### config.mk
export PLATFORM = sky130hd
export DESIGN_NAME = uart_tx_framer_flat
export DESIGN_NICKNAME = d
export VERILOG_FILES = /design/src/rtl/uart_pkg.sv /design/src/rtl/uart_tx_framer_if.sv /design/src/rtl/uart_baud_gen.sv /design/src/rtl/uart_tx_framer.sv /design/src/flat_wrapper.sv
export SDC_FILE = /design/constraint.sdc
export NUM_CORES = 1
export LEC_CHECK = 0
export BUFFER_PORTS_ARGS = -buffer_cell sky130_fd_sc_hd__buf_4
export CORE_MARGIN = 8
export CORE_UTILIZATION = 36
export CTS_CLUSTER_DIAMETER = 50
export CTS_CLUSTER_SIZE = 8
export DETAILED_ROUTE_END_ITERATION = 8
export PLACE_DENSITY_LB_ADDON = 0.08
export SYNTH_ARGS = -nofsm -noshare
export SYNTH_HDL_FRONTEND = slang
export SYNTH_HIERARCHICAL = 1
export SYNTH_SLANG_ARGS = --single-unit
### constraint.sdc
create_clock -name clk -period 2.7 [get_ports clk]
set_clock_uncertainty 0.15 [all_clocks]
set_input_delay 0 -clock clk [delete_from_list [all_inputs] [get_ports clk]]
set_output_delay 0 -clock clk [all_outputs]
set_load 0.1 [all_outputs]
### src/rtl/uart_pkg.sv
// Shared UART definitions: frame geometry, transmit FSM states, frame builder.
package uart_pkg;

  localparam int FRAME_BITS = 12;
  localparam int STOP_BITS  = 2;

  typedef enum logic [1:0] {IDLE, LOAD, SHIFT, HOLD} tx_state_t;

  // Frame layout, LSB goes out first: start(0), data[7:0], parity, stop bits.
  function automatic logic [FRAME_BITS-1:0] build_frame(input logic [7:0] data,
                                                        input logic       parity_odd);
    return {{STOP_BITS{1'b1}}, (^data) ^ parity_odd, data, 1'b0};
  endfunction

endpackage

### src/rtl/uart_tx_framer_if.sv
// Byte handshake between the core and the transmit framer.
interface uart_tx_framer_if;
  logic [7:0] tx_data;
  logic       tx_valid;
  logic       tx_ready;

  modport master (output tx_data, output tx_valid, input  tx_ready);
  modport slave  (input  tx_data, input  tx_valid, output tx_ready);
endinterface

### src/rtl/uart_baud_gen.sv
// Bit-period timebase: counts 0..CLK_DIV-1 while running, tick on the last count.
// Shared by the transmit and receive paths.
module uart_baud_gen #(
  parameter int CLK_DIV = 434
) (
  input  logic clk,
  input  logic reset,
  input  logic clear,
  input  logic run,
  output logic tick
);

  localparam int            CW   = (CLK_DIV > 1) ? $clog2(CLK_DIV) : 1;
  localparam logic [CW-1:0] TERM = CW'(CLK_DIV - 1);

  logic [CW-1:0] cnt_q, cnt_d;

  assign tick = run && (cnt_q == TERM);

  // Next count: clear wins, otherwise advance and wrap on the terminal count.
  always_comb begin
    cnt_d = cnt_q;
    if (clear)    cnt_d = '0;
    else if (run) cnt_d = tick ? '0 : cnt_q + CW'(1);
  end

  // Counter register.
  always_ff @(posedge clk or negedge reset) begin
    if (!reset) cnt_q <= '0;
    else        cnt_q <= cnt_d;
  end

endmodule

### src/rtl/uart_tx_framer.sv
// UART transmit framer: accepts a byte, builds the 12-bit frame and paces the
// external shift register (load once, then one shift per bit period).
module uart_tx_framer import uart_pkg::*; #(
  parameter int CLK_DIV    = 434,
  parameter bit PARITY_ODD = 1'b0
) (
  input  logic                  clk,
  input  logic                  reset,
  uart_tx_framer_if.slave       tx,
  output logic                  sr_load,
  output logic                  sr_en,
  output logic [FRAME_BITS-1:0] sr_frame,
  output logic                  sr_fill,
  output logic                  busy,
  output logic                  done
);

  localparam logic [3:0] LAST_BIT = 4'(FRAME_BITS - 1);

  tx_state_t             state_q;
  logic [3:0]            bit_cnt_q;
  logic [FRAME_BITS-1:0] frame_q;
  logic                  ready_q, load_q, en_q, done_q;
  logic                  tick;

  // The counter sits at zero in IDLE so the LOAD cycle is count 0 of the
  // first bit period; this puts shift k exactly k periods after the load.
  uart_baud_gen #(.CLK_DIV(CLK_DIV)) u_baud (
    .clk   (clk),
    .reset (reset),
    .clear (state_q == IDLE),
    .run   (state_q != IDLE),
    .tick  (tick)
  );

  // Framer FSM with registered handshake and shift-register controls.
  // ready rises one cycle after returning to IDLE, so done and ready never overlap.
  always_ff @(posedge clk or negedge reset) begin
    if (!reset) begin
      state_q   <= IDLE;
      bit_cnt_q <= '0;
      frame_q   <= '0;
      ready_q   <= 1'b1;
      load_q    <= 1'b0;
      en_q      <= 1'b0;
      done_q    <= 1'b0;
    end else begin
      load_q <= 1'b0;
      en_q   <= 1'b0;
      done_q <= 1'b0;
      case (state_q)
        IDLE: begin
          ready_q <= 1'b1;
          if (ready_q && tx.tx_valid) begin
            frame_q <= build_frame(tx.tx_data, PARITY_ODD);
            ready_q <= 1'b0;
            load_q  <= 1'b1;
            state_q <= LOAD;
          end
        end
        LOAD: begin
          bit_cnt_q <= '0;
          state_q   <= SHIFT;
        end
        SHIFT: begin
          if (tick) begin
            en_q      <= 1'b1;
            bit_cnt_q <= bit_cnt_q + 4'd1;
            if (bit_cnt_q == LAST_BIT) state_q <= HOLD;
          end
        end
        HOLD: begin
          // One more full period so the last stop bit keeps its width.
          if (tick) begin
            done_q  <= 1'b1;
            state_q <= IDLE;
          end
        end
        default: state_q <= IDLE;
      endcase
    end
  end

  assign tx.tx_ready = ready_q;
  assign busy        = ~ready_q;
  assign sr_load     = load_q;
  assign sr_en       = en_q;
  assign sr_frame    = frame_q;
  assign sr_fill     = 1'b1;
  assign done        = done_q;

endmodule

### src/flat_wrapper.sv
// flat-port wrapper written by rule: the top's interface ports become plain ports
module uart_tx_framer_flat import uart_pkg::*;
#(
  parameter int CLK_DIV    = 434,
  parameter bit PARITY_ODD = 1'b0
)
  (clk, reset, sr_load, sr_en, sr_frame, sr_fill, busy, done, tx_tx_data, tx_tx_valid, tx_tx_ready);
  uart_tx_framer_if tx_i ();
  input  logic clk;
  input  logic reset;
  output logic sr_load;
  output logic sr_en;
  output logic [FRAME_BITS-1:0] sr_frame;
  output logic sr_fill;
  output logic busy;
  output logic done;
  input wire logic [$bits(tx_i.tx_data)-1:0] tx_tx_data;
  input wire logic [$bits(tx_i.tx_valid)-1:0] tx_tx_valid;
  output wire logic [$bits(tx_i.tx_ready)-1:0] tx_tx_ready;
  assign tx_i.tx_data = tx_tx_data;
  assign tx_i.tx_valid = tx_tx_valid;
  assign tx_tx_ready = tx_i.tx_ready;
  uart_tx_framer #(.CLK_DIV(CLK_DIV), .PARITY_ODD(PARITY_ODD)) u_core (.clk(clk), .reset(reset), .tx(tx_i), .sr_load(sr_load), .sr_en(sr_en), .sr_frame(sr_frame), .sr_fill(sr_fill), .busy(busy), .done(done));
endmodule
==> Yosys cells after proc, flatten, opt, wreduce, memory -nomap -nowiden <==
Cells that the tools add are included.
{ "totals": {"regBits": 29, "out_inout_bits": 18} }
{ "op_classes": {"n_addsub": 2, "n_eq_ne": 9, "mux": 16, "bitwise_logic": 1, "n_reduce_logical": 10} }
{ "op_table": {"columns": ["op", "count"], "rows": [
  ["$mux W9", 3],
  ["$add A9 B1 Y9 const B", 1],
  ["$eq A9 B9 Y1 const B", 1],
  ["$mux W2", 4],
  ["$pmux W2 S4", 1],
  ["$pmux W4 S2", 1],
  ["$reduce_xor A8 Y1", 1],
  ["$mux W1", 6],
  ["$reduce_bool A2 Y1", 3],
  ["$add A4 B1 Y4 const B", 1],
  ["$eq A2 B2 Y1 const B", 2],
  ["$eq A4 B4 Y1 const B", 1],
  ["$mux W4", 1],
  ["$ne A2 B1 Y1 const B", 2],
  ["$ne A2 B2 Y1 const B", 2],
  ["$reduce_and A2 Y1", 2],
  ["$reduce_and A4 Y1", 1],
  ["$eq A2 B1 Y1 const B", 1],
  ["$logic_and A1 B1 Y1", 2],
  ["$logic_not A2 Y1", 1],
  ["$not A1 Y1", 1]
]} }

==> Longest topological paths before layout <==
Gate-level depths: netlist (run 1).
{ "logic_depth": {"word_depth": 5, "mapped_depth": 10, "ltp_nobuf": 9} }

==> Modules after synthesis <==
Netlist (run 1), hierarchy kept.
{ "by_module_without_submodules": {"columns": ["module", "instances", "cells_each", "area_each_um2", "seq_area_each_um2"], "rows": [
  ["uart_tx_framer", 1, 85, 1029.7, 501.7],
  ["uart_baud_gen", 1, 59, 591.8, 225.2]
]} }

==> Worst setup path before layout (run 1) <==
No wires, ideal clock.
{ "synth_timing": {"path_kind": "reg-to-reg", "start": "register u_core.state_q[0]", "end": "register u_core.state_q[1]", "setup_time_ps": 125, "arrival_time_ps": 2056, "required_ps": 2425, "path_slack_ps": 369, "stages_incl_launch_ff": 10, "synth_period_minus_slack_ps": 2331, "path_cell_list": "dfrtp_1 -> inv_1 -> ha_1 -> inv_1 -> buf_4 -> nand2_1 -> nor3_4 -> nor2_1 -> a221oi_4 -> mux2_4"} }
{ "synth_via": {"elab_chain_cells": 4, "word_cells_on_any_way": 12, "classes_between": "eq/ne (7); mux (1); reduce/logical (4)"} }
{ "synth_rtl": {"columns": ["element", "line", "source"], "rows": [
  ["start, declared", "uart_tx_framer.sv:20", "tx_state_t state_q;"],
  ["start signal, assigned", "uart_tx_framer.sv:40", "state_q <= IDLE;"],
  ["start signal, assigned", "uart_tx_framer.sv:58", "state_q <= LOAD;"],
  ["start signal, assigned", "uart_tx_framer.sv:63", "state_q <= SHIFT;"],
  ["$reduce_bool A2 Y1 *", "uart_tx_framer.sv:32", ".run (state_q != IDLE),"],
  ["$logic_and A1 B1 Y1 *", "uart_baud_gen.sv:18", "assign tick = run && (cnt_q == TERM);"],
  ["named net u_core.tick", "uart_tx_framer.sv:24", "logic tick;"],
  ["$ne A2 B2 Y1 (no source line)", null, null],
  ["$reduce_and A4 Y1 (no source line) *", null, null]
]} }
Mark *: on every way through the listed nets, which the timed path passes. The rest lies on a longest branch.
A chain may end at the register's enable or synchronous reset.

==> Worst setup path after layout (run 1) <==
{ "layout_timing": {"start": "register u_core.u_baud.cnt_q[3]", "end": "register u_core.state_q[1]"} }
{ "layout_via": {"elab_chain_cells": 4, "word_cells_on_any_way": 5, "classes_between": "eq/ne (3); reduce/logical (2)"} }
{ "layout_rtl": {"columns": ["element", "line", "source"], "rows": [
  ["start, declared", "uart_baud_gen.sv:16", "logic [CW-1:0] cnt_q, cnt_d;"],
  ["start signal, assigned", "uart_baud_gen.sv:30", "else cnt_q <= cnt_d;"],
  ["$eq A9 B9 Y1 *", "uart_baud_gen.sv:18", null],
  ["$logic_and A1 B1 Y1 *", "uart_baud_gen.sv:18", null],
  ["named net u_core.tick", "uart_tx_framer.sv:24", null],
  ["$ne A2 B2 Y1 (no source line)", null, null],
  ["$reduce_and A4 Y1 (no source line) *", null, null]
]} }
Marked as above.

==> results.yml, run 1 <==
clocking:
  cts_max_path_buffers: 2
  insertion_delay_ns: 0.28
  hold_buffers: 10
  cts_tree: "yes"
  cts_buffers: 5
  cts_setup_buffers: 0
  cts_resized: 0
  clk_pin_slew_ns: 0.06
  htreeDepth: 2
  root_buffer: "clkbuf_8"
  clock_sinks: 29
power:
  power_frac_clock_pct: 41.1
  power_density_mw_per_mm2: 421
  switchingPower_uw: 206
  cell_internal_pwr_uw: 643
  combPwrFrac_pct: 7.8
  finalPower_uw: 850
  p_sw_share_pct: 24.3
  pwr-share-seq_pct: 51.1
  peakVddDrop_v: 0.000184
  power.leakage_nw: 1.02
critical_path:
  cp-start-kind: "flop"
  cp.arrival_ns: 2.13
  worstSetupPathType: "flop to flop"
  cp_max_fo: 4
  cp-end-kind: "flop"
  worstPathRequired_ns: 2.72
layout:
  drive_above_1_share_pct: 30.6
  finalNetCount: 201
  n_antenna_cell: 0
  area_growth_pct: 24.5
  fillers: 394
  instances_no_fill: 235
routing:
  first_pass_iters: 5
  drtIter0Drc: 90
  drt-vias-per-instance: 4.99
  wl_met3_um: 198
  routedLengthMet1_mm: 1.47
  routed.top_layer: "met4"
  finalWirelength_mm: 3.46
  ant_nets: 0
  wl_met2_mm: 1.72
  vias: 1173
  drc: 0
  post_drt_wl_per_cell_um: 14.7
placement:
  gp_congestion: 0.740
  dp_cells: 217
  hpwl_mm: 2.48
  port_buffers: 26
grt:
  grt_pass1_vias: 1191
  grt_use_total_pct: 10.4
  grt_pass1_wl_mm: 5.89
  grt_max_degree: 30
  antenna_found_initial: 0
  overflow: 0
synth:
  ys_warn_count: 6
  yosysMostFrequentCell: "dfrtp_1"
  syn-instance-count: 144
  yosysTopAreaCellShare_pct: 43.2
  syn-num-nets: 163
  synth_seq_cells: 29
  synth_area_leaders: "dfrtp_1 43%, mux2_2 6.3%, ha_1 6.2%"
  synth_edf_count: 0
  ys_seq_area_share_pct: 44.8
  ys_types: 46
  synth_area_per_cell_um2: 11.3
  synthesis.area_mm2: 0.00162
  synth_flop_cell: "dfrtp_1"
  yosys.area.top_type: "dfrtp_1"
  ys_top_cells_by_count: "28 x dfrtp_1, 10 x nand2_1, 9 x inv_1, 9 x mux2_2, 9 x xnor2_1"
  ys_async_sr_fraction_pct: 100
die:
  die_area_mm2: 0.00691
  rows: 24
  die_h_um: 83.1
  die_x_um: 83.1
  core_area_mm2: 0.00435
  io_pins: 29
  start_util_pct: 37.2
timing:
  finalCritPeriodShare_pct: 78.1
  slew_violations: 0
  fin_tns_setup_ns: 0
  final-setup-viol-count: 0
  grt_setup_unrepaired: "false"
  min_period_ns: 2.11
  final_hold_viol_count: 0
  clock.fmax_ghz: 0.474
status:
  status: "completed"
worst_hold_path:
  hp-class: "input port to asynchronous set/reset pin"
job:
  cap_violations: 0
stage by stage:
| stage | setup WS, ns | area [um2] | utilization [%] | hold slack (ns) |
|---|---|---|---|---|
| after floorplan | 0.369 | 1620 | - | -0.446 |
| after global placement | 0.617 | 1840 | 42.2 | -0.197 |
| after detailed placement | 0.594 | 1840 | 42.2 | -0.193 |
| after CTS | 0.580 | 2020 | 46.4 | 0.0383 |
| after global routing | 0.464 | 2020 | 46.4 | 0.0648 |
| final | 0.592 | 2020 | 46.4 | 0.0287 |
final cells by class:
cell class	instances	area [um2]	share of cell area, %
tap	52	65.1	3.22
clock inverter	2	10.0	0.496
inverter	9	33.8	1.67
sequential	29	727	36.0
multi-input combinational	98	793	39.3
clock buffer	6	72.6	3.59
timing repair buffer	39	318	15.7
final timing paths:
check	from	end	slack [ns]	depth (start not counted)
worst min register to register	u_core/sr_frame[9]	u_core/sr_frame[9]	0.33	2
worst max-delay path	u_core/u_baud/cnt_q[3]	u_core/state_q[1]	0.59	5
worst min-delay path	reset	u_core/u_baud/cnt_q[7]	0.03	2
min in group clk	u_core/sr_frame[9]	u_core/sr_frame[9]	0.33	2
max in group asynchronous	reset	u_core/tx.tx_ready	2.06	2
worst max register to register	u_core/u_baud/cnt_q[3]	u_core/state_q[1]	0.59	5
layout by cell type (no fill, tap or decap), types with 2 or more instances in the layout:
| master | count |
|---|---|
| xnor2_1 | 9 |
| conb_1 | 2 |
| nor3_1 | 3 |
| nor3b_1 | 2 |
| dfrtp_1 | 28 |
| inv_1 | 9 |
| xor2_1 | 4 |
| clkbuf_8 | 5 |
| o21ai_0 | 6 |
| nor2_1 | 7 |
| nand2b_1 | 4 |
| nand3_2 | 2 |
| dlygate4sd3_1 | 10 |
| and2_1 | 3 |
| a21oi_1 | 2 |
| nand2_1 | 10 |
| mux2_2 | 9 |
| ha_1 | 8 |
| buf_4 | 29 |
| nand4_1 | 2 |
| clkinv_2 | 2 |
power groups by stage:
stage                     clock [mW]  combinational, mW  sequential, mW
after global placement             0             0.0542           0.443
after detailed placement           0             0.0556           0.443
after CTS                      0.369             0.0676           0.434
final                          0.349             0.0660           0.435
after global routing           0.389             0.0732           0.434
after floorplan                    0             0.0322           0.443
routing by layer:
| metal | track usage, % | vias to the layer above |
|---|---|---|
| met5 | 0 | - |
| met4 | 5.75 | 0 |
| met3 | 3.71 | 8 |
| met2 | 17.3 | 26 |
| met1 | 11.2 | 570 |
| li1 | - | 569 |
critical path, stage by stage (launching register included):
cell,delay (ns)
dfrtp_1,0.43
or4b_4,0.59
nor3_4,0.17
nor2_1,0.10
a221oi_4,0.23
mux2_4,0.32
registers in the layout (all words and copies together), names as in the netlist:
name and flops:
u_core/u_baud/cnt_q 9, u_core/state_q 2, u_core/sr_load 1, u_core/tx.tx_ready 1, u_core/bit_cnt_q 4, u_core/sr_en 1, u_core/sr_frame 10, u_core/done 1
cell families (layout without fill, tap and decap cells):
| family | count (synthesis) | in the layout | synth area share [%] |
|---|---|---|---|
| compound gates | 20 | 20 | 10.3 |
| buf+inv | 17 | 56 | 6.25 |
| simple gates | 44 | 44 | 17.2 |
| other cells | 2 | 2 | 0.463 |
| mux | 11 | 11 | 7.79 |
| fa+ha+maj | 8 | 8 | 6.17 |
| xor+xnor | 13 | 13 | 7.02 |
| flops | 29 | 29 | 44.8 |
Note: power is estimated with default switching activity, not from simulation.
==> run 2, diff against run 1 <==
==> constraint.sdc (replaced) <==
create_clock -name clk -period 2.02 [get_ports clk]
set_clock_uncertainty 0.15 [all_clocks]
set_input_delay 0 -clock clk [delete_from_list [all_inputs] [get_ports clk]]
set_output_delay 0 -clock clk [all_outputs]
set_load 0.1 [all_outputs]
==> run 2 against run 1 <==
Effect of this change: the run now ends with negative setup slack left; largest power group unchanged; global-route usage is 0.087 points lower; fmax is 3.3% higher; total power is 35% higher; critical endpoint unchanged.
==> results.yml, run 2 (synthesized netlist as in run 1, its figures left out) <==
die:
  die_x_um: 83.1
  core_area_mm2: 0.00435
  die_h_um: 83.1
  start_util_pct: 37.2
  io_pins: 29
  die_area_mm2: 0.00691
  rows: 24
critical_path:
  cp_num_cells: 5
  cp-start-kind: "flop"
  cp_num_buf_inv: 0
  cp.arrival_ns: 2.05
  cpLargestDelayFamily: "simple AND/OR/NAND/NOR gates"
  cp-end-kind: "flop"
  path_cells: "or4b_4 > nor3_4 > nor2_2 > a221oi_4 > mux2_4"
  cpPeakStageDelay_ns: 0.56
  cp_slowest_cell: "or4b_4"
  rrSetupSlack_ns: -0.02
  reg2reg_to: "u_core/state_q[1]"
  endpoint: "u_core/state_q[1]"
  r2r_cells: 5
  cp_max_fo: 4
  worstReg2RegStart: "u_core/u_baud/cnt_q[2]"
  crit_start: "u_core/u_baud/cnt_q[2]"
  worstSetupPathType: "flop to flop"
  worstPathRequired_ns: 2.03
placement:
  gp_congestion: 0.727
  hpwl_mm: 2.57
  port_buffers: 26
  dpl_worst_slack_ns: -0.0616
power:
  switchingPower_uw: 253
  power_frac_clock_pct: 42.0
  finalPower_mw: 1.15
  power_density_mw_per_mm2: 531
  power.leakage_nw: 1.10
  peakVddDrop_v: 0.000249
  cell_internal_pwr_uw: 898
  combPwrFrac_pct: 7.5
  pwr-share-seq_pct: 50.5
  p_sw_share_pct: 22.0
layout:
  area_growth_pct: 33.8
  final_common_cell: "buf_4"
  fin_util_pct: 49.8
  n_antenna_cell: 0
  layout_common_cells: "44 x buf_4, 28 x dfrtp_1"
  largest_reg_flops: 10
  drive_above_1_share_pct: 37.9
  finalNetCount: 216
routing:
  vias: 1206
  post_drt_wl_per_cell_um: 14.0
  ant_nets: 0
  drtIter0Drc: 53
  first_pass_iters: 5
  drc: 0
  drt-vias-per-instance: 4.82
  finalWirelength_mm: 3.49
job:
  cap_violations: 0
timing:
  final-setup-viol-count: 1
  finalCritPeriodShare_pct: 101
  setup_ws_ns: -0.0207
  final_hold_viol_count: 0
  whs_ns: 0.0451
  fin_tns_setup_ns: -0.0207
  min_period_ns: 2.04
  grt_setup_unrepaired: "true"
  slew_violations: 0
  clock.fmax_ghz: 0.490
worst_hold_path:
  hp-class: "input port to asynchronous set/reset pin"
clocking:
  clock_sinks: 29
  clk_pin_slew_ns: 0.06
  cts_buffers: 5
  insertion_delay_ns: 0.27
  cts_max_path_buffers: 2
  htreeDepth: 2
  cts_tree: "yes"
  root_buffer: "clkbuf_8"
status:
  failed_checks: "negative setup slack"
  status: "finished with violations"
grt:
  antenna_found_initial: 0
  grt_max_degree: 30
  grt_pass1_vias: 1300
  grt_pass1_wl_mm: 5.98
  grt_use_total_pct: 10.3
  overflow: 0
-- run 2: worst register-to-register path: stages, from the launching register on --
cell and delay [ns]:
dfrtp_1 0.37, or4b_4 0.56, nor3_4 0.23, nor2_2 0.08, a221oi_4 0.22, mux2_4 0.32
-- run 2: worst min-delay path by stage --
stage	end	startpoint	cells past startpoint
floorplan	u_core/bit_cnt_q[0]	reset	0
global placement	u_core/u_baud/cnt_q[5]	reset	1
detailed placement	u_core/u_baud/cnt_q[5]	reset	1
CTS	u_core/state_q[1]	tx_tx_valid	4
global route	u_core/sr_frame[8]	reset	2
finish	u_core/sr_frame[5]	reset	2
-- run 2: layout make-up --
class                           count  area, um2
Tap cell                           52       65.1
Sequential cell                    29        727
Inverter                            9       33.8
Fill cell                         409       2180
Multi-Input combinational cell     98        822
Timing Repair Buffer               54        432
Clock buffer                        8       90.1
-- run 2: power groups by stage --
| stage | Clock (mW) | Sequential, mW | Combinational [mW] |
|---|---|---|---|
| 6_report | 0.483 | 0.581 | 0.0868 |
| 5_1_grt | 0.534 | 0.580 | 0.0946 |
| 4_1_cts | 0.507 | 0.581 | 0.0888 |
| 3_5_place_dp | 0 | 0.592 | 0.0746 |
| 3_3_place_gp | 0 | 0.592 | 0.0723 |
| 2_1_floorplan | 0 | 0.592 | 0.0430 |
-- run 2: what timing repair did --
action | CTS | global route
cloned | 0 | 0
hold endpoints to repair | 37 | 0
buffers inserted | 1 | 2
pin swaps | 2 | 1
resized for setup | 0 | 6
hold buffers | 9 | 0
endpoints found under the setup margin | 4 | 7
-- run 2: per-stage QoR --
step	instance area [um2]	std cells
4_1_cts	2130	248
5_1_grt	2170	250
3_5_place_dp	1940	230
2_1_floorplan	1630	144
6_report	2170	250
3_3_place_gp	1940	230
-- run 2: metal layers --
metal	part of all wire [%]	wire [um]	GRT usage [%]
met2	52	1820	17.9
met1	42	1470	11.2
met3	4.8	166	3.71
met5	0	0	0
met4	1.1	38	3.83
==> run 3, diff against run 2 <==
--- a/config.mk
+++ b/config.mk
@@ -6,7 +6,6 @@
 export NUM_CORES = 1
 export LEC_CHECK = 0
 export BUFFER_PORTS_ARGS = -buffer_cell sky130_fd_sc_hd__buf_4
-export CORE_MARGIN = 8
 export CORE_UTILIZATION = 36
 export CTS_CLUSTER_DIAMETER = 50
 export CTS_CLUSTER_SIZE = 8
==> constraint.sdc (replaced) <==
create_clock -name clk -period 2.3 [get_ports clk]
set_clock_uncertainty 0.15 [all_clocks]
set_input_delay 0 -clock clk [delete_from_list [all_inputs] [get_ports clk]]
set_output_delay 0 -clock clk [all_outputs]
set_load 0.1 [all_outputs]
==> run 3 against run 2 <==
Effect of this change: the run now ends clean; worst hold slack got worse by 0.011 ns; sequential cell count unchanged; global-route usage increased by 4.3 points; fmax decreased by 7.1%; setup slack improved by 0.12 ns; cell area decreased by 6.3%; sequential share of layout area increased by 2.3 points; combinational power decreased by 12%; non-clock buffer count decreased by 13; critical path depth unchanged; total power decreased by 15%; critical path type unchanged; critical endpoint unchanged; largest cell class unchanged; largest power group unchanged.
==> results.yml, run 3 (synthesized netlist as in run 1, its figures left out) <==
worst_hold_path:
  hp-class: "input port to asynchronous set/reset pin"
routing:
  first_pass_iters: 4
  finalWirelength_mm: 3.17
  drt-vias-per-instance: 4.99
  post_drt_wl_per_cell_um: 13.4
  vias: 1182
  drc: 0
  ant_nets: 0
  drtIter0Drc: 70
power:
  switchingPower_uw: 221
  p_sw_share_pct: 22.5
  finalPower_uw: 981
  pwr-share-seq_pct: 52.0
  power_frac_clock_pct: 40.2
  cell_internal_pwr_uw: 760
  power.leakage_nw: 1.03
  combPwrFrac_pct: 7.8
  peakVddDrop_v: 0.000276
  power_density_mw_per_mm2: 483
critical_path:
  r2r_cells: 5
  cp-end-kind: "flop"
  cp_max_fo: 4
  cp.arrival_ns: 2.21
  endpoint: "u_core/state_q[1]"
  worstSetupPathType: "flop to flop"
  reg2reg_to: "u_core/state_q[1]"
  cpPeakStageDelay_ns: 0.59
  worstReg2RegStart: "u_core/u_baud/cnt_q[3]"
  path_cells: "or4b_4 > nor3_4 > nor2_1 > a221oi_4 > mux2_4"
  worstPathRequired_ns: 2.31
  cp_slowest_cell: "or4b_4"
  crit_start: "u_core/u_baud/cnt_q[3]"
  rrSetupSlack_ns: 0.10
  cp-start-kind: "flop"
grt:
  grt_pass1_vias: 1172
  antenna_found_initial: 0
  grt_use_total_pct: 14.6
  grt_pass1_wl_mm: 5.40
  overflow: 0
  grt_max_degree: 30
die:
  die_x_um: 69.1
  die_h_um: 69.1
  io_pins: 29
  die_area_mm2: 0.00478
  start_util_pct: 37.2
  core_area_mm2: 0.00435
  rows: 24
timing:
  slew_violations: 0
  grt_setup_unrepaired: "false"
  min_period_ns: 2.20
  clock.fmax_ghz: 0.455
  final-setup-viol-count: 0
  final_hold_viol_count: 0
  finalCritPeriodShare_pct: 95.5
  setup_ws_ns: 0.103
  fin_tns_setup_ns: 0
job:
  cap_violations: 0
layout:
  layout_common_cells: "31 x buf_4, 28 x dfrtp_1, 10 x dlygate4sd3_1, 10 x nand2_1"
  area_growth_pct: 25.3
  finalNetCount: 203
  fin_util_pct: 46.7
  n_antenna_cell: 0
  multi_input_area_um2: 793
  final_common_cell: "buf_4"
  drive_above_1_share_pct: 30.3
  seq_area_um2: 727
  largest_reg_flops: 10
  fillers: 424
clocking:
  htreeDepth: 2
  clock_sinks: 29
  cts_tree: "yes"
  root_buffer: "clkbuf_8"
  clk_pin_slew_ns: 0.06
  insertion_delay_ns: 0.28
  cts_max_path_buffers: 2
  cts_buffers: 5
placement:
  port_buffers: 26
  dpl_worst_slack_ns: 0.0978
  gp_congestion: 0.776
  hpwl_mm: 2.28
status:
  status: "completed"
## run 3: cell type report
cell class                      count  share of cell area [%]
Inverter                            9                    1.66
Multi-Input combinational cell     98                    39.0
Timing Repair Buffer               41                    16.4
Clock buffer                        8                    3.94
Tap cell                           52                    3.20
Sequential cell                    29                    35.8
## run 3: metal layers
layer	vias up	global-route usage, %	share of wire, %
li1	572	-	-
met2	24	24.3	51
met3	7	4.97	3.7
met4	0	6.80	1.8
met1	579	16.8	44
met5	-	0	0
## run 3: through the flow
step                      hold WS [ns]  instances  instance area [um2]
final                           0.0339        237                 2030
after global routing            0.0625        237                 2030
after CTS                       0.0412        237                 2030
after detailed placement        -0.194        219                 1850
after global placement          -0.200        219                 1850
after floorplan                 -0.446        144                 1620
## run 3: how the worst min path moves through the flow
stage                              to  slack, ns  cells past startpoint
3_5_place_dp   u_core/u_baud/cnt_q[4]      -0.19                      1
6_report       u_core/u_baud/cnt_q[5]       0.03                      2
5_1_grt            u_core/sr_frame[6]       0.06                      2
2_1_floorplan     u_core/bit_cnt_q[0]      -0.45                      0
4_1_cts            u_core/sr_frame[6]       0.04                      2
3_3_place_gp   u_core/u_baud/cnt_q[5]      -0.20                      1
## run 3: power by group through the flow
stage | clock (mW) | sequential (mW) | combinational, mW
global route | 0.437 | 0.510 | 0.0826
finish | 0.394 | 0.511 | 0.0764
global placement | 0 | 0.520 | 0.0634
floorplan | 0 | 0.520 | 0.0378
detailed placement | 0 | 0.520 | 0.0643
CTS | 0.417 | 0.510 | 0.0783
## run 3: timing repair
item,4_1_cts,5_1_grt
endpoints found under the hold margin,38,0
gates resized for setup,0,0
setup endpoints to repair,0,0
hold buffers,10,0
setup buffers,0,0
## run 3: critical path: cells and delay by family (launching register included)
family / cells / cell delay [ns]
AOI/OAI and AO/OA: 1 / 0.23
DFF: 1 / 0.43
muxes: 1 / 0.32
and+or+nand+nor: 3 / 0.95
